<file path="config.mk">
export PLATFORM = sky130hd
export DESIGN_NAME = vga_timing_ctrl
export DESIGN_NICKNAME = d
export VERILOG_FILES = /design/src/rtl/vga_pkg.sv /design/src/rtl/vga_pix_tick.sv /design/src/rtl/vga_timing_ctrl.sv
export SDC_FILE = /design/constraint.sdc
export NUM_CORES = 1
export LEC_CHECK = 0
export ABC_AREA = 1
export CAP_MARGIN = 20
export CORE_UTILIZATION = 55
export DETAILED_ROUTE_END_ITERATION = 8
export DONT_BUFFER_PORTS = 1
export PLACE_DENSITY = 0.7
export SYNTH_ARGS = -nofsm -noshare
export SYNTH_HDL_FRONTEND = slang
export SYNTH_SLANG_ARGS = --single-unit
</file>
<file path="constraint.sdc">
create_clock -name clk -period 2.86 [get_ports clk]
set_input_delay 0.715 -clock clk [delete_from_list [all_inputs] [get_ports clk]]
set_output_delay 0.715 -clock clk [all_outputs]
set_load 0.01 [all_outputs]
</file>
<file path="src/rtl/vga_pkg.sv">
// Shared VGA timing types, default 640x480@60 timing and helpers used to size
// and decode the horizontal/vertical counters.
package vga_pkg;

    typedef enum logic [1:0] {VISIBLE, FRONT, SYNC, BACK} vga_phase_t;

    localparam int DEF_CLK_DIV = 2;
    localparam int DEF_H_VIS   = 640;
    localparam int DEF_H_FP    = 16;
    localparam int DEF_H_SYNC  = 96;
    localparam int DEF_H_BP    = 48;
    localparam int DEF_V_VIS   = 480;
    localparam int DEF_V_FP    = 10;
    localparam int DEF_V_SYNC  = 2;
    localparam int DEF_V_BP    = 33;

    function automatic int vga_total(input int vis, input int fp, input int sync_w, input int bp);
        return vis + fp + sync_w + bp;
    endfunction

    // Phase of a counter value; the back porch runs up to TOTAL-1.
    function automatic vga_phase_t vga_phase(input int cnt, input int vis, input int fp,
                                             input int sync_w);
        if (cnt < vis)
            return VISIBLE;
        else if (cnt < vis + fp)
            return FRONT;
        else if (cnt < vis + fp + sync_w)
            return SYNC;
        return BACK;
    endfunction

endpackage

</file>
<file path="src/rtl/vga_pix_tick.sv">
// Divides the system clock into a one-clk pixel enable every CLK_DIV clocks.
// clr restarts the count so the next tick lands CLK_DIV clocks later.
module vga_pix_tick #(
    parameter int CLK_DIV = 2
) (
    input  logic clk,
    input  logic rst,
    input  logic clr,
    output logic tick
);

    localparam int CW = $clog2(CLK_DIV);
    localparam logic [CW-1:0] LAST = CW'(CLK_DIV - 1);

    logic [CW-1:0] cnt;

    always_ff @(posedge clk or posedge rst) begin
        if (rst) begin
            cnt  <= '0;
            tick <= 1'b0;
        end else if (clr) begin
            cnt  <= '0;
            tick <= 1'b0;
        end else begin
            tick <= (cnt == LAST);
            cnt  <= (cnt == LAST) ? '0 : cnt + 1'b1;
        end
    end

endmodule

</file>
<file path="src/rtl/vga_timing_ctrl.sv">
// VGA raster scheduler: pixel/line counters, horizontal and vertical phase FSMs
// and registered sync/video/frame decodes, all advanced by the pixel enable.
module vga_timing_ctrl
    import vga_pkg::*;
#(
    parameter int CLK_DIV  = DEF_CLK_DIV,
    parameter int H_VIS    = DEF_H_VIS,
    parameter int H_FP     = DEF_H_FP,
    parameter int H_SYNC   = DEF_H_SYNC,
    parameter int H_BP     = DEF_H_BP,
    parameter int V_VIS    = DEF_V_VIS,
    parameter int V_FP     = DEF_V_FP,
    parameter int V_SYNC   = DEF_V_SYNC,
    parameter int V_BP     = DEF_V_BP,
    parameter bit SYNC_POL = 1'b0
) (
    input  logic       clk,
    input  logic       rst,
    input  logic       restart,
    output logic       pix_tick,
    output logic       hsync,
    output logic       vsync,
    output logic       video_on,
    output logic [$clog2(vga_total(H_VIS, H_FP, H_SYNC, H_BP))-1:0] pixel_x,
    output logic [$clog2(vga_total(V_VIS, V_FP, V_SYNC, V_BP))-1:0] pixel_y,
    output logic       frame_start,
    output vga_phase_t h_state,
    output vga_phase_t v_state
);

    localparam int H_TOTAL = vga_total(H_VIS, H_FP, H_SYNC, H_BP);
    localparam int V_TOTAL = vga_total(V_VIS, V_FP, V_SYNC, V_BP);
    localparam int HW      = $clog2(H_TOTAL);
    localparam int VW      = $clog2(V_TOTAL);
    localparam logic [HW-1:0] H_LAST = HW'(H_TOTAL - 1);
    localparam logic [VW-1:0] V_LAST = VW'(V_TOTAL - 1);
    localparam logic SYNC_ON  = SYNC_POL;
    localparam logic SYNC_OFF = ~SYNC_POL;

    // Cleared by reset/restart: the first tick afterwards enters (0,0)
    // instead of advancing, so pixel (0,0) is presented with frame_start.
    logic          started;
    logic [HW-1:0] x_next;
    logic [VW-1:0] y_next;
    vga_phase_t    h_next;
    vga_phase_t    v_next;

    vga_pix_tick #(.CLK_DIV(CLK_DIV)) u_pix_tick (
        .clk  (clk),
        .rst  (rst),
        .clr  (restart),
        .tick (pix_tick)
    );

    always_comb begin
        x_next = pixel_x;
        y_next = pixel_y;
        if (started) begin
            if (pixel_x >= H_LAST) begin
                x_next = '0;
                y_next = (pixel_y >= V_LAST) ? '0 : pixel_y + 1'b1;
            end else begin
                x_next = pixel_x + 1'b1;
            end
        end
        h_next = vga_phase(int'(x_next), H_VIS, H_FP, H_SYNC);
        v_next = vga_phase(int'(y_next), V_VIS, V_FP, V_SYNC);
    end

    always_ff @(posedge clk or posedge rst) begin
        if (rst) begin
            started     <= 1'b0;
            pixel_x     <= '0;
            pixel_y     <= '0;
            h_state     <= VISIBLE;
            v_state     <= VISIBLE;
            hsync       <= SYNC_OFF;
            vsync       <= SYNC_OFF;
            video_on    <= 1'b0;
            frame_start <= 1'b0;
        end else if (restart) begin
            started     <= 1'b0;
            pixel_x     <= '0;
            pixel_y     <= '0;
            h_state     <= VISIBLE;
            v_state     <= VISIBLE;
            hsync       <= SYNC_OFF;
            vsync       <= SYNC_OFF;
            video_on    <= 1'b0;
            frame_start <= 1'b0;
        end else if (pix_tick) begin
            started     <= 1'b1;
            pixel_x     <= x_next;
            pixel_y     <= y_next;
            h_state     <= h_next;
            v_state     <= v_next;
            hsync       <= (h_next == SYNC) ? SYNC_ON : SYNC_OFF;
            vsync       <= (v_next == SYNC) ? SYNC_ON : SYNC_OFF;
            video_on    <= (h_next == VISIBLE) && (v_next == VISIBLE);
            frame_start <= (x_next == '0) && (y_next == '0);
        end
    end

endmodule

</file>
==> Yosys cells after proc, flatten, opt, wreduce, memory -nomap -nowiden <==
Cells that the tools add are included.
{ "classes": {"add_sub_neg": 3, "order_cmp": 8, "eq_ne": 2, "n_mux": 42, "reduce_logical": 7} }
{ "op_table": {"columns": ["cell", "count"], "rows": [
  ["$mux 10", 9],
  ["$lt 10x10->1 const B", 3],
  ["$lt 10x9->1 const B", 3],
  ["$mux 2", 12],
  ["$mux 1", 21],
  ["$add 10x1->10 const B", 2],
  ["$ge 10x10->1 const B", 2],
  ["$logic_not 10->1", 2],
  ["$eq 2x2->1 const B", 2],
  ["$logic_not 2->1", 2],
  ["$logic_and 1x1->1", 2],
  ["$reduce_bool 2->1", 1],
  ["$add 1x1->1 const B", 1]
]} }
{ "word_totals": {"regBits": 31, "in_bits": 3, "out_inout_bits": 29, "elab_cells": 73} }

==> Depth between registers and ports, before layout <==
{ "logic_depth": {"ltp_word": 13, "ltp_mapped": 16, "mapped_depth_nobuf": 16} }

==> Cells and area by module <==
From an unflattened synthesis, not the netlist that was laid out.
{ "hier_totals": {"cells_unflattened": 298, "hier_area_um2": 2045.7} }
{ "by_module_without_submodules": {"columns": ["mod", "n_inst", "cells_per_inst", "area_per_inst_um2", "seq_area_each_um2"], "rows": [
  ["vga_timing_ctrl", 1, 292, 1978.1, 728.2],
  ["vga_pix_tick", 1, 6, 67.6, 50.0]
]} }

==> Worst setup path before layout <==
OpenSTA, ideal clock, no wires.
{ "synth_timing": {"path_kind": "reg2reg", "start": "register pixel_x[0]", "end": "register v_state[1]", "setup_time_ns": 0.066, "t_arrival_ns": 1.766, "t_required_ns": 2.794, "setup_slack_ns": 1.028, "stages_incl_launch_ff": 15, "path_buffers": 0, "synth_period_minus_slack_ns": 1.832, "path_cell_list": "dfrtp_1 > ha_1 > nand2_2 > nor2_2 > nor2_2 > nor2_4 > nand2_2 > nand2_1 > nor2_2 > nand2_1 > nor2_2 > nand3_1 > nand2_1 > nand3_1 > nand2_1"} }
{ "synth_between": {"elab_chain_len": 10, "word_cells_on_any_way": 14, "classes_between": "order compare (4); mux (10)"} }
{ "synth_rtl": {"columns": ["item", "line", "source"], "rows": [
  ["start: declaration", "vga_timing_ctrl.sv:24", "output logic [$clog2(vga_total(H_VIS, H_FP, H_SYNC, H_BP))-1:0] pixel_x,"],
  ["start signal: assignment", "vga_timing_ctrl.sv:93", "pixel_x <= x_next;"],
  ["$ge 10x10->1 (*)", "vga_timing_ctrl.sv:59", "if (pixel_x >= H_LAST) begin"],
  ["$mux 10 (*)", "vga_timing_ctrl.sv:59", null],
  ["$mux 10 (*)", "vga_timing_ctrl.sv:58", "if (started) begin"],
  ["$lt 10x9->1", "vga_pkg.sv:28", "else if (cnt < vis + fp + sync_w)"],
  ["$mux 1", "vga_pkg.sv:28", null],
  ["$mux 1", "vga_pkg.sv:26", "else if (cnt < vis + fp)"],
  ["$mux 1", "vga_pkg.sv:24", "if (cnt < vis)"],
  ["$mux 2 (*)", "vga_pkg.sv:30", "return BACK;"],
  ["$mux 2 (*)", "vga_timing_ctrl.sv:91", "end else if (pix_tick) begin"],
  ["$mux 2 (*)", "vga_timing_ctrl.sv:81", "end else if (restart) begin"],
  ["end signal: assignment", "vga_timing_ctrl.sv:96", "v_state <= v_next;"],
  ["end: declaration", "vga_timing_ctrl.sv:28", "output vga_phase_t v_state"]
]} }
Every way passes the cells marked *; elsewhere a longest branch is shown, timed or not. The select of a mux whose other input is x is not followed.
A chain may end at the register's enable or synchronous reset.

==> Final worst setup path <==
Ends and elaborated chain as after synthesis.

==> metrics.txt <==
Reg-to-Reg Start pixel_x[0]; Hold Fails Final Rpt 0; clk_lat worst skew about 330 ps; DR vias around 1800; Post-Synth XOR/XNOR Area 0.004334; TritonCTS buffer count 5; Tightest Pin Transition between 700 and 800 ps; Placer Congestion about 0.86; minimum clock period after layout 2204 ps; Mapped Area between 2000 and 2500 um2; Routed Antenna Nets 0; Area Overhead vs Synth 5.078%; count of input and output buffers 0; first-pass GRT wire length 8183 um; synth warn 0; Fillers approximately 330; DRC 0; reg-to-reg endpoint v_state[1]; Max clock buf depth 2; drt wl/cell around 14 um; DRT Pass-1 Iters 4; 1st-iter DRT viols about 120; FP Rows 21; Setup TNS 0 ps; Yosys top cell area share 0.3591; total die area slightly below 4000 um2; Initial Util 0.5916; maximum VDD drop 0.0002128 V; final setup fails 0; max-slew violation count 0; Compound-Gate Fraction of Synth Area 0.1077; post-cts hold buffer count 0; initial antenna violation count 0; Critical Path Source pixel_x[0]; pre-CTS setup slack ~670 ps; Worst-path clk slew approximately 90 ps; largest net degree at the start of global routing 23; Post-CTS Repair Setup Buffers 0; hpwl dp 3556 um; Mapped Cells 282; worst path required time 3080 ps; register bit total from synthesis 31; share of cells above drive strength 1 0.1840; CTS resizes 0; Die H about 63 um; commonest non-fill, non-tap cells in the layout nand2_1 (74), inv_1 (30), dfrtp_1 (29); Crit Path Class flop to flop; vias in the first global route 1834; Simple-Gate Fraction of Synth Area 0.3926; mux cell area share after synthesis 0; clock sink count 31; max-capacitance violation count 0; Ant. Diodes 0; global route overflow 0; Post-Synth Adder-Cell Area 0.01858; Hold Crit Class input port to async pin; Pwr Density roughly 340 nW/um2; status completed; RSZ-0062 raised after global routing false; CP Data Arrival Time 2430 ps; largest family of logic cells by synthesized area simple AND/OR/NAND/NOR gates; Max FO, Critical Path 14; Leak Pwr approximately 1.0 nW; routed wire length 4618 um; Die X between 60 and 70 um; setup ws final between 600 and 700 ps; CTS tree built; htree depth 2; Synth area leader dfrtp_1; Worst Clk Skew 8.347 ps; startpoint types flop; syn_area_per_cell between 7 and 8 um2; core box area about 3400 um2; fin nets 294; root buffer cell clkbuf_4; Yosys cell types 28; via-per-instance ratio approximately 5.4; Final Util 0.6216; relative slew slack 0.4972; worst r2r path cells 14; Final Cycle Share 0.7708; most common cell after layout, fill and taps aside nand2_1; Critical Path End Type flop; sequential area share after synthesis 0.3851; r2r setup slk 660 ps; I/O pin count 32; achievable clock frequency 453.6 MHz; Total GRT Usage 0.2670; Synth area leaders dfrtp_1 (36%), nand2_1 (14%), nand3_1 (6.2%); syn_nets between 200 and 300
## logic make-up (layout without fill, tap and decap cells)
logic type | count (synthesis) | in the layout
AND/OR/NAND/NOR | 163 | 163
flip-flops | 31 | 31
adder cells (fa/ha/maj) | 3 | 3
AO/OA/AOI/OAI | 37 | 37
buffers and inverters | 47 | 53
XOR/XNOR | 1 | 1
## state kept, by name, summed over array words and instances, names as in the netlist, 2 cells and up
signal / count
v_state: 2
pixel_x: 10
pixel_y: 10
h_state: 2
## critical path, stage by stage, from the launching register on
cell and delay, ps:
dfrtp_1 470, ha_1 220, nand2_2 80, nor2_2 160, nor2_2 70, nor2_4 280
nand2_2 190, nand3_1 170, inv_2 60, nand2_1 50, nor2_1 50, nand2_1 60
nand2_1 90, nand3_1 100, nand2_1 50
## layout make-up
type | count | area (um2) | area share
multi-input combinational | 204 | 1057 | 0.4979
clock buffer | 7 | 45.04 | 0.02121
sequential | 31 | 778.2 | 0.3665
inverter | 43 | 162.7 | 0.07661
timing repair buffer | 3 | 22.52 | 0.01061
tap | 46 | 57.56 | 0.02711
## power breakdown
| group | switching (W) | leakage (nW) | internal, W |
|---|---|---|---|
| Sequential | 0.00000876 | 0.423 | 0.000445 |
| Clock | 0.000144 | 0.0254 | 0.0000926 |
| Combinational | 0.0000294 | 0.595 | 0.0000100 |
| Total | 0.000182 | 1.04 | 0.000548 |
## Yosys cell counts, drive strengths merged
cell / count
inv: 41
clkbuf: 3
nand2: 86
nand3: 33
o22ai: 19
dfstp: 2
nor3: 3
o21ai: 13
dfrtp: 29
nand3b: 1
a21oi: 3
nand4: 4
ha: 3
o211ai: 2
buf: 1
nor2: 36
xor2: 1
clkinv: 2
## through the flow
stage | std cells | power, W | cell area (um2) | hold WS [ps]
after floorplan | 282 | 0.0004892 | 2021 | 395.7
after global placement | 327 | 0.0005024 | 2078 | 408.1
after detailed placement | 327 | 0.0005030 | 2078 | 412.7
after CTS | 334 | 0.0007327 | 2123 | 423.5
after global routing | 334 | 0.0007616 | 2123 | 424.6
final | 334 | 0.0007297 | 2123 | 391.9
## how the worst max path moves through the flow
stage / endpoint / slack (ps) / cells past startpoint
2_1_floorplan: v_state[1] / 1030 / 14
3_3_place_gp: v_state[1] / 690 / 14
3_5_place_dp: v_state[1] / 670 / 14
4_1_cts: v_state[1] / 670 / 14
5_1_grt: v_state[1] / 440 / 15
6_report: v_state[1] / 660 / 14
## metal layers
metal,global-route usage,up-vias,share of wire
met4,0.09302,0,0.011
met2,0.4674,45,0.50
met5,0,-,0
li1,-,931,-
met1,0.3184,815,0.45
met3,0.06204,6,0.047
(Power assumes the default switching activity.)
